File: config.mk
export PLATFORM = sky130hd
export DESIGN_NAME = bcd_round_sequencer
export DESIGN_NICKNAME = d
export VERILOG_FILES = /design/src/rtl/bcd_game_pkg.sv /design/src/rtl/bcd_add4.sv /design/src/rtl/bcd_round_sequencer.sv
export SDC_FILE = /design/constraint.sdc
export NUM_CORES = 1
export LEC_CHECK = 0
export BUFFER_PORTS_ARGS = -buffer_cell sky130_fd_sc_hd__clkbuf_2
export CAP_MARGIN = 10
export CORE_MARGIN = 2
export CORE_UTILIZATION = 30
export CTS_BUF_LIST = sky130_fd_sc_hd__clkbuf_8
export DETAILED_ROUTE_END_ITERATION = 7
export PLACE_DENSITY_LB_ADDON = 0.3
export SLEW_MARGIN = 20
export SYNTH_ARGS = -nofsm -noshare
export SYNTH_HDL_FRONTEND = slang
export SYNTH_SLANG_ARGS = --single-unit
export TNS_END_PERCENT = 30
File: constraint.sdc
create_clock -name clk -period 22 [get_ports clk]
set_clock_uncertainty 0.1 [all_clocks]
set_input_delay 1.1 -clock clk [delete_from_list [all_inputs] [get_ports clk]]
set_output_delay 1.1 -clock clk [all_outputs]
set_load 0.02 [all_outputs]
File: src/rtl/bcd_game_pkg.sv
// Shared types, field widths and BCD helpers for the BCD math game.
// Holds the round-sequencer state enum, the BCD digit type, the widths of
// the operand, answer, count and timer fields, and the two-digit BCD
// increment used by the round and score counters.
package bcd_game_pkg;

  typedef logic [3:0] bcd_digit_t;

  localparam int OPERAND_W = 16;  // 4 BCD digits
  localparam int ANSWER_W  = 20;  // 5 BCD digits
  localparam int COUNT_W   = 8;   // 2 BCD digits
  localparam int TIMER_W   = 32;  // holds any TIMEOUT_CYC up to 2^32

  typedef enum logic [2:0] {
    S_IDLE    = 3'd0,
    S_FETCH_A = 3'd1,
    S_CAP_A   = 3'd2,
    S_FETCH_B = 3'd3,
    S_CAP_B   = 3'd4,
    S_PLAY    = 3'd5,
    S_JUDGE   = 3'd6,
    S_DONE    = 3'd7
  } state_t;

  // Two-digit BCD increment; the low digit wraps 9->0 and carries upward.
  function automatic logic [COUNT_W-1:0] bcd_inc2(input logic [COUNT_W-1:0] v);
    bcd_digit_t lo;
    bcd_digit_t hi;
    lo = v[3:0];
    hi = v[7:4];
    if (lo == 4'd9) begin
      lo = 4'd0;
      if (hi == 4'd9) begin
        hi = 4'd0;
      end else begin
        hi = hi + 4'd1;
      end
    end else begin
      lo = lo + 4'd1;
    end
    return {hi, lo};
  endfunction

  // Converts a small integer (0..99) to two BCD digits; used for parameters.
  function automatic logic [COUNT_W-1:0] to_bcd2(input int n);
    return {4'(n / 10), 4'(n % 10)};
  endfunction

endpackage

File: src/rtl/bcd_add4.sv
// Combinational 4-digit BCD adder.
// Ports:
//   a, b : 16-bit BCD operands {D1000,D100,D10,D1}
//   sum  : 20-bit BCD result; the top digit is the decimal carry-out (0 or 1)
// Each digit is added in binary and corrected by +6 when it exceeds 9.
module bcd_add4
  import bcd_game_pkg::*;
(
  input  logic [OPERAND_W-1:0] a,
  input  logic [OPERAND_W-1:0] b,
  output logic [ANSWER_W-1:0]  sum
);

  // Ripple the decimal carry through the four digit positions.
  always_comb begin
    logic [4:0] digit_sum;
    logic       carry;
    digit_sum = 5'd0;
    carry     = 1'b0;
    sum       = {ANSWER_W{1'b0}};
    for (int i = 0; i < 4; i++) begin
      digit_sum = {1'b0, a[i*4 +: 4]} + {1'b0, b[i*4 +: 4]} + {4'd0, carry};
      // Max raw digit is 9+9+1 = 19; +6 keeps the low nibble in 0..9.
      if (digit_sum > 5'd9) begin
        digit_sum = digit_sum + 5'd6;
        carry     = 1'b1;
      end else begin
        carry     = 1'b0;
      end
      sum[i*4 +: 4] = digit_sum[3:0];
    end
    sum[19:16] = {3'd0, carry};
  end

endmodule

File: src/rtl/bcd_round_sequencer.sv
// Round controller for the BCD math game.
// Draws two 4-digit BCD operands from the RNG per round, runs a per-round
// countdown, judges the player's 5-digit BCD answer and keeps round/score
// counts over a game of ROUNDS rounds.
// Ports:
//   clk, rst        : clock (rising edge) and asynchronous active-high reset
//   start, abort    : begin a game (IDLE/DONE only) / return to IDLE at once
//   rng_d           : RNG digits, valid the cycle after fetch_num
//   submit, answer  : answer strobe (PLAY only) and 5-digit BCD answer
//   fetch_num       : RNG capture strobe
//   op_a, op_b      : current BCD operands
//   round_bcd       : current round, 2-digit BCD
//   score_bcd       : correct answers, 2-digit BCD
//   busy/play/done  : state flags
//   correct/wrong/timeout : one-cycle verdict pulses in JUDGE
module bcd_round_sequencer
  import bcd_game_pkg::*;
#(
  parameter int ROUNDS      = 10,
  parameter int TIMEOUT_CYC = 50_000_000
) (
  input  logic                 clk,
  input  logic                 rst,
  input  logic                 start,
  input  logic                 abort,
  input  logic [OPERAND_W-1:0] rng_d,
  input  logic                 submit,
  input  logic [ANSWER_W-1:0]  answer,
  output logic                 fetch_num,
  output logic [OPERAND_W-1:0] op_a,
  output logic [OPERAND_W-1:0] op_b,
  output logic [COUNT_W-1:0]   round_bcd,
  output logic [COUNT_W-1:0]   score_bcd,
  output logic                 busy,
  output logic                 play,
  output logic                 correct,
  output logic                 wrong,
  output logic                 timeout,
  output logic                 done
);

  localparam logic [COUNT_W-1:0] ROUNDS_BCD = to_bcd2(ROUNDS);
  localparam logic [TIMER_W-1:0] TIMER_LOAD = TIMER_W'(TIMEOUT_CYC - 1);

  state_t               state_q, state_d;
  logic [OPERAND_W-1:0] op_a_q, op_a_d;
  logic [OPERAND_W-1:0] op_b_q, op_b_d;
  logic [COUNT_W-1:0]   round_q, round_d;
  logic [COUNT_W-1:0]   score_q, score_d;
  logic [TIMER_W-1:0]   timer_q, timer_d;
  logic                 correct_q, correct_d;
  logic                 wrong_q, wrong_d;
  logic                 timeout_q, timeout_d;

  logic [ANSWER_W-1:0]  exp_sum;
  logic                 answer_match;

  // Expected answer is always derived from the registered operands.
  bcd_add4 u_exp_add (
    .a   (op_a_q),
    .b   (op_b_q),
    .sum (exp_sum)
  );

  assign answer_match = (answer == exp_sum);

  // Next-state, counter, timer and verdict-pulse computation.
  always_comb begin
    state_d   = state_q;
    op_a_d    = op_a_q;
    op_b_d    = op_b_q;
    round_d   = round_q;
    score_d   = score_q;
    timer_d   = timer_q;
    correct_d = 1'b0;
    wrong_d   = 1'b0;
    timeout_d = 1'b0;

    if (abort) begin
      // Abort beats everything; counts are kept for the scoreboard.
      state_d = S_IDLE;
    end else begin
      case (state_q)
        S_IDLE, S_DONE: begin
          if (start) begin
            score_d = {COUNT_W{1'b0}};
            op_a_d  = {OPERAND_W{1'b0}};
            op_b_d  = {OPERAND_W{1'b0}};
            round_d = 8'h01;
            state_d = S_FETCH_A;
          end else begin
            state_d = state_q;
          end
        end
        S_FETCH_A: state_d = S_CAP_A;
        S_CAP_A: begin
          op_a_d  = rng_d;
          state_d = S_FETCH_B;
        end
        S_FETCH_B: state_d = S_CAP_B;
        S_CAP_B: begin
          op_b_d  = rng_d;
          timer_d = TIMER_LOAD;
          state_d = S_PLAY;
        end
        S_PLAY: begin
          // A submit on the last timer cycle still counts as an answer.
          if (submit) begin
            correct_d = answer_match;
            wrong_d   = ~answer_match;
            state_d   = S_JUDGE;
          end else if (timer_q == {TIMER_W{1'b0}}) begin
            timeout_d = 1'b1;
            state_d   = S_JUDGE;
          end else begin
            timer_d = timer_q - {{(TIMER_W-1){1'b0}}, 1'b1};
          end
        end
        S_JUDGE: begin
          if (correct_q) begin
            score_d = bcd_inc2(score_q);
          end else begin
            score_d = score_q;
          end
          if (round_q == ROUNDS_BCD) begin
            state_d = S_DONE;
          end else begin
            round_d = bcd_inc2(round_q);
            state_d = S_FETCH_A;
          end
        end
        default: state_d = S_IDLE;
      endcase
    end
  end

  // State, operand, counter, timer and verdict registers.
  always_ff @(posedge clk or posedge rst) begin
    if (rst) begin
      state_q   <= S_IDLE;
      op_a_q    <= {OPERAND_W{1'b0}};
      op_b_q    <= {OPERAND_W{1'b0}};
      round_q   <= {COUNT_W{1'b0}};
      score_q   <= {COUNT_W{1'b0}};
      timer_q   <= {TIMER_W{1'b0}};
      correct_q <= 1'b0;
      wrong_q   <= 1'b0;
      timeout_q <= 1'b0;
    end else begin
      state_q   <= state_d;
      op_a_q    <= op_a_d;
      op_b_q    <= op_b_d;
      round_q   <= round_d;
      score_q   <= score_d;
      timer_q   <= timer_d;
      correct_q <= correct_d;
      wrong_q   <= wrong_d;
      timeout_q <= timeout_d;
    end
  end

  // Flags are decoded from the state register so reset clears them at once.
  assign fetch_num = (state_q == S_FETCH_A) || (state_q == S_FETCH_B);
  assign busy      = (state_q != S_IDLE) && (state_q != S_DONE);
  assign play      = (state_q == S_PLAY);
  assign done      = (state_q == S_DONE);
  assign op_a      = op_a_q;
  assign op_b      = op_b_q;
  assign round_bcd = round_q;
  assign score_bcd = score_q;
  assign correct   = correct_q;
  assign wrong     = wrong_q;
  assign timeout   = timeout_q;

endmodule

==> summary.txt, run 1 <==
Clock network
  – CTS Buffer Depth: 2
  – CTS root buffer: clkbuf_8
  – Clock Latency Late Sink: 0.35 ns
  – Clock transition at path regs: 0.09 ns
  – CTS buffer count: 9
  – # H-tree levels: 3
  – Num Clock Sinks: 86
  – Number of setup buffers added after CTS: 0
  – Cts repair resizes: 0
  – TritonCTS clock tree: done
  – Hold Buf Count CTS: 0

Worst setup path
  – Critical path class: register to register
  – Flop-to-flop setup slack: 12.33 ns
  – Critical Path AT: 9.81 ns
  – CP startpoint: op_a[0]
  – Critical-path top delay cell: o311ai_0
  – Reg2reg end: wrong
  – Critical Path End: wrong
  – Critical Path Sink Type: register
  – CP max FO: 5
  – Largest stage delay, worst path: 0.73 ns
  – WP data required: 22.14 ns
  – Reg2Reg Depth: 35
  – CP startpoint kind: register
  – Most common cell on crit path: fa_1
  – RR Startpoint: op_a[0]

Detailed routing
  – DRT iter0 DRCs: 352
  – Vias per inst: 4.97
  – Total Wirelength: 13000 µm
  – Detail Route Antenna Nets: 0
  – Avg WL per Cell: 14.3 µm
  – Drt pass-1 iters: 6
  – # DRC: 0
  – Total number of vias: 4500

Timing
  – Measured slew at the worst slew-check pin: 0.875 ns
  – # setup viols final: 0
  – Final setup margin: 12.33 ns
  – Count of final hold-check violations: 0
  – Final period utilization: 44.0%
  – Setup_tns: 0 ns
  – Relative slew slack: 40.9%
  – Minimum clock period: 9.67 ns
  – Max-slew violation count: 0
  – RSZ-0062 raised after global routing: no
  – Fmax: 0.103 GHz

Run
  – Maxcap violations: 0

Floorplanning
  – Die width: 138 µm
  – Core Box Area: 0.0174 mm²
  – Die Ht: 138 µm
  – IO Pins: 96
  – # rows: 48
  – Initial Util: 30.9%
  – Die footprint: 0.0190 mm²

Power and ir drop
  – PD cells: 64.6 mW/mm²
  – Worst vdd ir: 0.0000316 V
  – Switch share: 32.5%
  – Cell Int Power: 275 µW
  – Flop pwr share: 44.7%
  – Psw: 132 µW
  – Comb pwr share: 26.7%
  – Design Power: 408 µW
  – Pleak: 3.10 nW
  – Clk pwr share: 28.6%

Logic synthesis
  – Synth Flop Type: dfrtp_1
  – Async SR Flop Fraction: 100%
  – Synth cell types: 55
  – Syn avg cell area: 9.24 µm²
  – Post-synth EDFFs: 0
  – Cells after Synth: 582
  – YS warnings: 0
  – Cell area after synthesis: 0.00538 mm²
  – Synthesized net count: 661
  – FF+latch count, synth: 86
  – Seq/Total Area, Yosys: 40.0%

Cells and area
  – Commonest cells after routing, fill and taps aside: clkbuf_2, dfrtp_1, nand2_1, nor2_1, o21ai_0
  – Final #Nets: 755
  – Antenna diodes: 0
  – Layout cells sized above 1: 21.1%
  – Commonest non-fill, non-tap cell in the layout: clkbuf_2
  – Final instance area: 0.00631 mm²
  – Fill cells: 1812
  – Area Growth Syn to Fin: 17.5%

Global route
  – Vias in the first global route: 4064
  – Tot GR Track Use: 13.7%
  – First-pass GRT wire length: 20700 µm
  – Pin count of the biggest net entering global routing: 81
  – Grt ovf: 0
  – Initial antenna violation count: 0

Placement
  – DP HPWL: 9720 µm
  – Placed inst area: 0.00610 mm²
  – Input/output buffers: 95
  – Placer Congestion: 0.868
  – Pre-CTS setup slack: 12.33 ns

Hold path
  – HP Class: register to register

Status
  – Status: finished clean
## power by group through the flow
stage	combinational [mW]	sequential, mW	clock (mW)
after floorplan	0.0831	0.184	0
after global placement	0.109	0.185	0
after detailed placement	0.109	0.185	0
after CTS	0.110	0.182	0.121
after global routing	0.122	0.184	0.127
final	0.109	0.182	0.117
## layout make-up
cell class / instances / area, µm² / share of cell area [%]
clock buffer: 11 / 151 / 2.40
clock inverter: 5 / 56.3 / 0.892
timing repair buffer: 100 / 517 / 8.18
multi-input combinational: 451 / 3050 / 48.3
tap: 225 / 282 / 4.46
sequential: 86 / 2150 / 34.1
inverter: 28 / 106 / 1.68
## logic make-up (layout without fill, tap and decap cells)
family / Yosys count / in the layout / synth area share, %
buffers and inverters: 45 / 144 / 3.26
adders and majority gates: 38 / 38 / 9.82
DFF: 86 / 86 / 40.0
and+or+nand+nor: 239 / 239 / 23.6
muxes: 10 / 10 / 1.93
xor gates and xnor gates: 43 / 43 / 7.01
AOI/OAI and AO/OA: 121 / 121 / 14.4
## per-layer routing
layer,track usage (%),part of all wire [%]
met5,0,0
met4,3.85,1.0
met3,2.34,6.1
met2,21.6,45
met1,19.4,48
## stage by stage
| step | hold slack, ns | util (%) | cells |
|---|---|---|---|
| final | 0.415 | 36.3 | 906 |
| after global routing | 0.446 | 36.3 | 906 |
| after CTS | 0.415 | 36.2 | 906 |
| after detailed placement | 0.403 | 35.0 | 890 |
| after global placement | 0.401 | 35.0 | 890 |
| after floorplan | 0.394 | - | 582 |
## registers in the layout (all words and copies together), names as in the netlist
name and cells:
op_b 16, state_q 3, round_bcd 8, score_bcd 8, wrong 1, correct 1
timeout 1, op_a 16, timer_q 32
## worst min-delay path by stage
stage,cells past startpoint,to,start,slack (ns)
after floorplan,1,timer_q[0],timer_q[0],0.39
after global placement,1,score_bcd[7],score_bcd[7],0.40
after detailed placement,1,score_bcd[7],score_bcd[7],0.40
after CTS,1,score_bcd[7],score_bcd[7],0.42
after global routing,1,score_bcd[7],score_bcd[7],0.45
final,1,score_bcd[7],score_bcd[7],0.41
## critical path, delay by kind of cell (launching register included)
kind	cells	cell delay, ns
flops	1	0.42
simple gates	6	0.77
buf+inv	4	0.29
compound gates	8	3.00
xor+xnor	4	1.21
fa+ha+maj	12	3.62
mux	1	0.16
## Yosys cell counts (all sizes together) (8+ instances only)
library cell | instances | area share, %
a21oi | 23 | 2.1
a22o | 17 | 2.8
and3 | 13 | 1.5
clkbuf | 13 | 0.91
dfrtp | 86 | 40
ha | 31 | 7.2
inv | 28 | 2.0
nand2 | 51 | 3.6
nand2b | 8 | 0.98
nand3 | 39 | 3.7
nor2 | 49 | 3.4
nor2b | 14 | 1.6
nor3 | 15 | 1.4
nor4 | 12 | 1.9
o21ai | 49 | 4.6
or3 | 15 | 1.9
xnor2 | 21 | 3.4
xor2 | 22 | 3.6
(Power assumes the default switching activity.)
==> run 2: changes to the inputs <==
Clock period 22 ns to 9.5 ns, I/O delays scaled along.
==> summary.txt, run 2 (synthesized netlist as in run 1, its figures left out) <==
Status
  – Status: finished clean

Clock network
  – # H-tree levels: 3
  – Num Clock Sinks: 86
  – CTS root buffer: clkbuf_8
  – CTS Buffer Depth: 2
  – Hold Buf Count CTS: 0
  – Clock Latency Late Sink: 0.37 ns
  – TritonCTS clock tree: done
  – Clock transition at path regs: 0.09 ns
  – CTS buffer count: 9

Worst setup path
  – Buf+Inv Stages, Crit Path: 5
  – Largest stage delay, worst path: 0.41 ns
  – Critical path class: register to register
  – WP data required: 9.66 ns
  – Worst path depth: 37
  – Reg2Reg Depth: 37
  – Critical-path top delay cell: dfrtp_1
  – Critical Path Sink Type: register
  – Critical Path AT: 9.04 ns
  – CP delay by family, top: adder cells
  – CP max FO: 5
  – Most common cell on crit path: fa_1
  – CP startpoint kind: register

Cells and area
  – Area Growth Syn to Fin: 17.8%
  – Layout cells sized above 1: 21.4%
  – Max FFs per register: 32
  – Final #Nets: 756
  – Commonest non-fill, non-tap cell in the layout: clkbuf_2
  – Top reg by flops: timer_q
  – Commonest cells after routing, fill and taps aside: clkbuf_2, dfrtp_1, nand2_1, nor2_1, o21ai_0
  – Antenna diodes: 0
  – Util after Layout: 36.4%

Floorplanning
  – Core Box Area: 0.0174 mm²
  – # rows: 48
  – Initial Util: 30.9%
  – Die width: 138 µm
  – IO Pins: 96
  – Die Ht: 138 µm
  – Die footprint: 0.0190 mm²

Timing
  – Setup_tns: 0 ns
  – RSZ-0062 raised after global routing: no
  – Measured slew at the worst slew-check pin: 0.828 ns
  – Count of final hold-check violations: 0
  – Minimum clock period: 8.88 ns
  – Final period utilization: 93.5%
  – Max-slew violation count: 0
  – # setup viols final: 0
  – Fmax: 0.113 GHz
  – Relative slew slack: 44.8%

Detailed routing
  – Total Wirelength: 13500 µm
  – Drt pass-1 iters: 5
  – DRT iter0 DRCs: 238
  – # DRC: 0
  – Total number of vias: 4517
  – Vias per inst: 4.99
  – Detail Route Antenna Nets: 0
  – Avg WL per Cell: 14.9 µm

Placement
  – Placer Congestion: 0.826
  – Input/output buffers: 95
  – DP HPWL: 9920 µm

Global route
  – Tot GR Track Use: 14.4%
  – Initial antenna violation count: 0
  – Vias in the first global route: 4185
  – First-pass GRT wire length: 21400 µm
  – Pin count of the biggest net entering global routing: 47
  – Grt ovf: 0

Power and ir drop
  – PD cells: 151 mW/mm²
  – Pleak: 3.10 nW
  – Worst vdd ir: 0.0000638 V

Hold path
  – HP Class: input pin to async pin

Run
  – Maxcap violations: 0
[run 2: where the power goes]
part,internal (mW),switching (mW),total (mW)
clock network,0.141,0.137,0.279
logic,0.110,0.144,0.254
registers,0.392,0.0305,0.423
[run 2: cell type report]
| type | instances | area [µm²] |
|---|---|---|
| repair buffers | 101 | 520 |
| well taps | 225 | 282 |
| clock inverters | 3 | 42.5 |
| inverters | 28 | 106 |
| multi-input cells | 451 | 3070 |
| clock buffers | 12 | 165 |
| flip-flops and latches | 86 | 2150 |
| fillers | 1815 | 11100 |
[run 2: worst paths after layout]
kind                         startpoint      endpoint  slack [ns]
min reg2reg                score_bcd[7]  score_bcd[7]        0.41
max in group asynchronous           rst       correct        8.15
min in group clk               rng_d[0]       op_b[0]        0.23
min                                 rst   timer_q[25]        0.07
max reg2reg                     op_a[0]         wrong        0.62
max                             op_a[0]         wrong        0.62
[run 2: repair_timing]
action	4_1_cts	5_1_grt
setup buffers	0	0
setup endpoints to repair	0	2
resized for setup	0	3
[run 2: layer usage]
layer  GRT usage (%)  share of wire (%)  vias up
li1                -                  -     2258
met2            22.9                 44      111
met1            19.7                 49     2130
met5               0                  0        -
met3            2.30                4.7       18
met4            5.73                1.9        0
[run 2: stage by stage]
stage	setup slack (ns)	hold slack (ns)	instance area, µm²	std cells	power, mW
after floorplan	0.592	0.394	5380	582	0.619
after global placement	0.474	0.402	6110	891	0.682
after detailed placement	0.260	0.409	6110	891	0.684
after CTS	0.173	0.100	6320	906	0.968
after global routing	0.0776	0.136	6330	906	1.02
final	0.618	0.0718	6330	906	0.955
